--- src/rtl/picorv32_ifetch_buffer.sv ---
// Direct-mapped instruction-word buffer between the PicoRV32 core and its AHB adapter.
// Optional IFETCH_BUFFER_STATS_EN adds saturating hit_count/miss_count outputs.
module picorv32_ifetch_buffer #(
  parameter int unsigned DEPTH_LOG2 = 3
) (
  input  logic        pico_clk,
  input  logic        pico_reset,
  input  logic        flush,
  input  logic        up_mem_valid,
  input  logic        up_mem_instr,
  output logic        up_mem_ready,
  input  logic [31:0] up_mem_addr,
  input  logic [31:0] up_mem_wdata,
  input  logic [3:0]  up_mem_wstrb,
  output logic [31:0] up_mem_rdata,
  output logic        dn_mem_valid,
  output logic        dn_mem_instr,
  input  logic        dn_mem_ready,
  output logic [31:0] dn_mem_addr,
  output logic [31:0] dn_mem_wdata,
  output logic [3:0]  dn_mem_wstrb,
  input  logic [31:0] dn_mem_rdata
`ifdef IFETCH_BUFFER_STATS_EN
  ,
  output logic [31:0] hit_count,
  output logic [31:0] miss_count
`endif
);

  localparam int unsigned DEPTH = 1 << DEPTH_LOG2;
  localparam int unsigned TAG_W = 30 - DEPTH_LOG2;

  localparam logic [1:0] S_IDLE = 2'd0;
  localparam logic [1:0] S_FWD  = 2'd1;
  localparam logic [1:0] S_RESP = 2'd2;

  logic [1:0]            state_q, state_d;
  logic [DEPTH-1:0]      valid_q, valid_d;
  logic [TAG_W-1:0]      tag_q  [DEPTH];
  logic [TAG_W-1:0]      tag_d  [DEPTH];
  logic [31:0]           data_q [DEPTH];
  logic [31:0]           data_d [DEPTH];
  logic                  fill_q, fill_d;
  logic                  kill_q, kill_d;
  logic                  up_mem_ready_q, up_mem_ready_d;
  logic [31:0]           up_mem_rdata_q, up_mem_rdata_d;
  logic                  dn_mem_valid_q, dn_mem_valid_d;
  logic                  dn_mem_instr_q, dn_mem_instr_d;
  logic [31:0]           dn_mem_addr_q, dn_mem_addr_d;
  logic [31:0]           dn_mem_wdata_q, dn_mem_wdata_d;
  logic [3:0]            dn_mem_wstrb_q, dn_mem_wstrb_d;

  logic [DEPTH_LOG2-1:0] req_idx;
  logic [TAG_W-1:0]      req_tag;
  logic [DEPTH_LOG2-1:0] fill_idx;
  logic [TAG_W-1:0]      fill_tag;
  logic                  req_ifetch;
  logic                  req_hit;
  logic                  accept_hit;
  logic                  accept_miss;

  assign req_idx    = up_mem_addr[DEPTH_LOG2+1:2];
  assign req_tag    = up_mem_addr[31:DEPTH_LOG2+2];
  assign fill_idx   = dn_mem_addr_q[DEPTH_LOG2+1:2];
  assign fill_tag   = dn_mem_addr_q[31:DEPTH_LOG2+2];
  assign req_ifetch = up_mem_instr && (up_mem_wstrb == 4'b0000);
  assign req_hit    = valid_q[req_idx] && (tag_q[req_idx] == req_tag);

  // A same-cycle flush turns an instruction hit into a miss.
  assign accept_hit  = (state_q == S_IDLE) && up_mem_valid && req_ifetch && req_hit && !flush;
  assign accept_miss = (state_q == S_IDLE) && up_mem_valid && req_ifetch && !(req_hit && !flush);

  always_comb begin
    state_d        = state_q;
    valid_d        = valid_q;
    tag_d          = tag_q;
    data_d         = data_q;
    fill_d         = fill_q;
    kill_d         = kill_q;
    up_mem_ready_d = up_mem_ready_q;
    up_mem_rdata_d = up_mem_rdata_q;
    dn_mem_valid_d = dn_mem_valid_q;
    dn_mem_instr_d = dn_mem_instr_q;
    dn_mem_addr_d  = dn_mem_addr_q;
    dn_mem_wdata_d = dn_mem_wdata_q;
    dn_mem_wstrb_d = dn_mem_wstrb_q;

    case (state_q)
      S_IDLE: begin
        if (accept_hit) begin
          up_mem_rdata_d = data_q[req_idx];
          up_mem_ready_d = 1'b1;
          state_d        = S_RESP;
        end else if (up_mem_valid) begin
          dn_mem_valid_d = 1'b1;
          dn_mem_instr_d = up_mem_instr;
          dn_mem_addr_d  = up_mem_addr;
          dn_mem_wdata_d = up_mem_wdata;
          dn_mem_wstrb_d = up_mem_wstrb;
          fill_d         = req_ifetch;
          kill_d         = 1'b0;
          state_d        = S_FWD;
          if ((up_mem_wstrb != 4'b0000) && req_hit) begin
            valid_d[req_idx] = 1'b0;
          end
        end
      end
      S_FWD: begin
        if (flush) begin
          kill_d = 1'b1;
        end
        if (dn_mem_ready) begin
          dn_mem_valid_d = 1'b0;
          fill_d         = 1'b0;
          kill_d         = 1'b0;
          // An abandoned request still completes downstream but is not acknowledged.
          if (up_mem_valid) begin
            up_mem_ready_d = 1'b1;
            state_d        = S_RESP;
            if (dn_mem_wstrb_q == 4'b0000) begin
              up_mem_rdata_d = dn_mem_rdata;
            end
          end else begin
            state_d = S_IDLE;
          end
          if (fill_q && !kill_q && !flush) begin
            valid_d[fill_idx] = 1'b1;
            tag_d[fill_idx]   = fill_tag;
            data_d[fill_idx]  = dn_mem_rdata;
          end
        end
      end
      S_RESP: begin
        up_mem_ready_d = 1'b0;
        state_d        = S_IDLE;
      end
      default: begin
        state_d = S_IDLE;
      end
    endcase

    if (flush) begin
      valid_d = '0;
    end
  end

  always_ff @(posedge pico_clk) begin
    if (pico_reset) begin
      state_q        <= S_IDLE;
      valid_q        <= '0;
      fill_q         <= 1'b0;
      kill_q         <= 1'b0;
      up_mem_ready_q <= 1'b0;
      up_mem_rdata_q <= '0;
      dn_mem_valid_q <= 1'b0;
      dn_mem_instr_q <= 1'b0;
      dn_mem_addr_q  <= '0;
      dn_mem_wdata_q <= '0;
      dn_mem_wstrb_q <= '0;
    end else begin
      state_q        <= state_d;
      valid_q        <= valid_d;
      fill_q         <= fill_d;
      kill_q         <= kill_d;
      up_mem_ready_q <= up_mem_ready_d;
      up_mem_rdata_q <= up_mem_rdata_d;
      dn_mem_valid_q <= dn_mem_valid_d;
      dn_mem_instr_q <= dn_mem_instr_d;
      dn_mem_addr_q  <= dn_mem_addr_d;
      dn_mem_wdata_q <= dn_mem_wdata_d;
      dn_mem_wstrb_q <= dn_mem_wstrb_d;
    end
  end

  // Tag and data storage is qualified by valid_q, so it needs no reset.
  always_ff @(posedge pico_clk) begin
    tag_q  <= tag_d;
    data_q <= data_d;
  end

  assign up_mem_ready = up_mem_ready_q;
  assign up_mem_rdata = up_mem_rdata_q;
  assign dn_mem_valid = dn_mem_valid_q;
  assign dn_mem_instr = dn_mem_instr_q;
  assign dn_mem_addr  = dn_mem_addr_q;
  assign dn_mem_wdata = dn_mem_wdata_q;
  assign dn_mem_wstrb = dn_mem_wstrb_q;

`ifdef IFETCH_BUFFER_STATS_EN
  logic [31:0] hit_count_q, hit_count_d;
  logic [31:0] miss_count_q, miss_count_d;

  always_comb begin
    hit_count_d  = hit_count_q;
    miss_count_d = miss_count_q;
    if (accept_hit && (hit_count_q != '1)) begin
      hit_count_d = hit_count_q + 32'd1;
    end
    if (accept_miss && (miss_count_q != '1)) begin
      miss_count_d = miss_count_q + 32'd1;
    end
  end

  always_ff @(posedge pico_clk) begin
    if (pico_reset) begin
      hit_count_q  <= '0;
      miss_count_q <= '0;
    end else begin
      hit_count_q  <= hit_count_d;
      miss_count_q <= miss_count_d;
    end
  end

  assign hit_count  = hit_count_q;
  assign miss_count = miss_count_q;
`else
  logic unused_stats;
  assign unused_stats = accept_miss;
`endif

endmodule
--- config.mk ---
export PLATFORM = sky130hd
export DESIGN_NAME = picorv32_ifetch_buffer
export DESIGN_NICKNAME = d
export VERILOG_FILES = /design/src/rtl/picorv32_ifetch_buffer.sv
export SDC_FILE = /design/constraint.sdc
export NUM_CORES = 1
export LEC_CHECK = 0
export ABC_CLOCK_PERIOD_IN_PS = 8500
export CAP_MARGIN = 40
export CELL_PAD_IN_SITES_DETAIL_PLACEMENT = 1
export CELL_PAD_IN_SITES_GLOBAL_PLACEMENT = 1
export CORE_MARGIN = 2
export CORE_UTILIZATION = 53
export CTS_CLUSTER_DIAMETER = 100
export DETAILED_ROUTE_END_ITERATION = 8
export DONT_BUFFER_PORTS = 1
export PLACE_DENSITY = 0.84
export SLEW_MARGIN = 10
export SYNTH_ARGS = -nofsm -noshare
export SYNTH_HDL_FRONTEND = slang
export SYNTH_SLANG_ARGS = --single-unit
--- constraint.sdc ---
create_clock -name pico_clk -period 8.5 [get_ports pico_clk]
set_input_delay 1.7 -clock pico_clk [delete_from_list [all_inputs] [get_ports pico_clk]]
set_output_delay 1.7 -clock pico_clk [all_outputs]
set_load 0.03 [all_outputs]
==> flow_summary.ini <==
[worst_setup_path]
crit_family = simple AND/OR/NAND/NOR gates
path_common_cell = nand4_1
reg2reg_slack_ns = 4.62
worstSetupEndpointType = flop
startpoint_type = input port
critical_path.slowest_cell = nor2b_1
crit_buf_inv = 1
worstPathArrival_ns = 5.00
startpoint = up_mem_addr[3]
crit_type = input port to flop
worstPathRequired_ns = 8.97
crit_chain = nor2b_1, buf_4, a22oi_1, a31oi_1, nand4_1, nor4_1, nand4_1, nor3b_1, a21oi_1
r2r_start = state_q[0]$_SDFFE_PP0P_
cp_max_fo = 106
cp_slowest_stage_delay_ns = 0.65

[clock_tree]
clk_pin_slew_ns = 0.06
cts.htree.levels = 2
clk_latency_ns = 0.63
cts_tree = yes
postCtsHoldBufs = 0
post_cts_buffers = 0
clockRootBuffer = clkbuf_16
cts_made_buffers = 57
cts.repair.resized = 0
cts_sinks = 587
cts_buffer_depth = 3

[timing]
fin_crit_sh_pct = 53.3
fmax_mhz = 221
setup_viol = 0
tightest_slew_ns = 0.905
slew_headroom_pct = 39.6
report.final.slew_viol_count = 0
period_needed_ns = 4.53
rsz0062_at_grt = false
fin_skew_ns = 0.0331
final_hold_viol_count = 0
tns_ns = 0

[power]
irDropWorstVdd_v = 0.000136
leakage_nw = 8.80
p_per_area_nw_per_um2 = 231

[floorplan]
ios = 209
core-area_um2 = 43300
row_count = 76
dieHeight_um = 214
die_area_um2 = 45700
die_x_um = 214
initial_core_util_pct = 53.9

[logic_synthesis]
yosysUniqueCellTypes = 61
synth_warnings = 0
synth_seq_area_share_pct = 70.6
synthArstFlopShare_pct = 0
syn-instance-count = 1491
ys.flop_type = edfxtp_1
synth_area_per_cell_um2 = 15.7
synth_edf_count = 472
netlist_area_um2 = 23300
ys_ff_latch = 587
synth_fp_nets = 1597

[detailed_routing]
drtPass1Iterations = 5
ant_nets = 0
num_vias = 13900
via_per_inst = 6.58
drt_iter0_drc = 1392
routed_wl_mm = 65.8
drt_drc_violations_left = 0
post_drt_wl_per_cell_um = 31.2

[global_route]
track_usage_pct = 29.3
grt_pass1_vias = 15000
overflow = 0
grt_start_max_net_pins = 129
antenna_found_initial = 0
grt_pass1_wl_mm = 97.4

[placement]
port-buffer-count = 0
gp_congestion = 0.807
hpwl_mm = 37.4
place_area_um2 = 24000

[hold_path]
hp-class = flop to flop
hold_start = fill_q$_SDFFE_PP0P_

[job]
maxCapViolations = 0

[cells_and_area]
stdcell_area_um2 = 25800
fin_util_pct = 59.6
drive_gt1_share_pct = 15.7
antenna_cells = 0
n_fill_cell = 3862
layout.nets = 1582
syn2layout_area_growth_pct = 10.4

[run_status]
status = completed
kinds of logic after synthesis:
| kind of cell | synth area share [%] |
|---|---|
| AOI/OAI and AO/OA | 5.94 |
| xor gates and xnor gates | 0.713 |
| buffers and inverters | 2.11 |
| DFF | 70.6 |
| muxes | 13.8 |
| and+or+nand+nor | 6.85 |
registers in the layout, summed over array words and instances, names as in the netlist:
register / count
data_q: 256
dn_mem_addr: 32
dn_mem_instr: 1
dn_mem_valid: 1
dn_mem_wdata: 32
dn_mem_wstrb: 4
fill_q: 1
kill_q: 1
state_q: 2
tag_q: 216
up_mem_rdata: 32
up_mem_ready: 1
valid_q: 8
final timing paths:
kind	to	cells past startpoint
worst max register to register	tag_q[33]$_DFFE_PP_	5
worst min-delay path	fill_q$_SDFFE_PP0P_	1
worst max-delay path	valid_q[1]$_SDFFE_PP0P_	9
worst min register to register	fill_q$_SDFFE_PP0P_	1
final cells by class:
type	instances	area (µm²)	area share (%)
sequential	587	16500	63.9
tap	585	732	2.84
clock inverter	30	219	0.849
inverter	7	28.8	0.112
timing repair buffer	28	315	1.22
clock buffer	77	1550	6.02
multi-input combinational	795	6450	25.0
cell usage after synthesis (all sizes together) (9+ instances only):
cell type | n | area (µm²)
edfxtp | 472 | 14200
nand2 | 147 | 552
mux2i | 125 | 1250
dfxtp | 115 | 2300
mux4 | 62 | 1400
nor2 | 58 | 218
o21ai | 58 | 290
clkbuf | 52 | 196
mux2 | 51 | 574
buf | 50 | 269
nand4 | 43 | 275
a21oi | 31 | 155
nor2b | 31 | 194
a22oi | 30 | 225
a221oi | 20 | 175
o211ai | 16 | 120
xnor2 | 12 | 105
o22ai | 10 | 62.6
nand2b | 9 | 56.3
worst reg2reg max path, cell delays in order, from the launching register on:
cell and delay (ns):
dfxtp_1 0.57, nor2b_4 0.30, buf_4 0.46, nand4b_1 0.51
nor2_4 0.87, buf_4 0.73
routing by layer:
metal,vias up,global-route usage [%],part of all wire (%)
met5,-,0,0
met4,0,12.5,3.5
met3,168,7.56,10
met2,864,48.1,49
met1,7099,37.2,37
li1,5747,-,-
cells in the final DEF (no fill, tap or decap), types with 5 or more instances in the layout:
master	n
a21oi_1	30
a221o_1	8
a221oi_1	20
a22oi_1	30
and2_1	5
buf_4	22
clkbuf_1	15
clkbuf_16	57
clkbuf_8	5
clkinv_1	13
clkinv_2	11
dfxtp_1	115
edfxtp_1	472
inv_1	5
mux2_2	51
mux2i_1	125
mux4_2	62
nand2_1	147
nand2b_1	9
nand4_1	42
nor2_1	52
nor2_4	6
nor2b_1	30
nor3_1	6
o211ai_1	16
o21ai_0	23
o21ai_1	35
o221ai_1	7
o22ai_1	10
xnor2_1	12
xor2_1	7
per-stage QoR:
| step | total power, mW | instances | worst slack [ns] | hold slack (ns) |
|---|---|---|---|---|
| finish | 5.95 | 2109 | 3.97 | 0.508 |
| global route | 6.08 | 2109 | 3.92 | 0.515 |
| CTS | 5.97 | 2107 | 4.23 | 0.501 |
| detailed placement | 3.55 | 2000 | 3.65 | 0.487 |
| global placement | 3.52 | 1992 | 3.47 | 0.455 |
| floorplan | 3.49 | 1491 | 1.63 | 0.443 |
power by group:
group          internal (mW)  total, mW  switching (mW)
combinational          0.115      0.271           0.155
sequential              3.13       3.23          0.0979
clock                   1.37       2.45            1.09
total                   4.61       5.95            1.34
(Power assumes the default switching activity.)
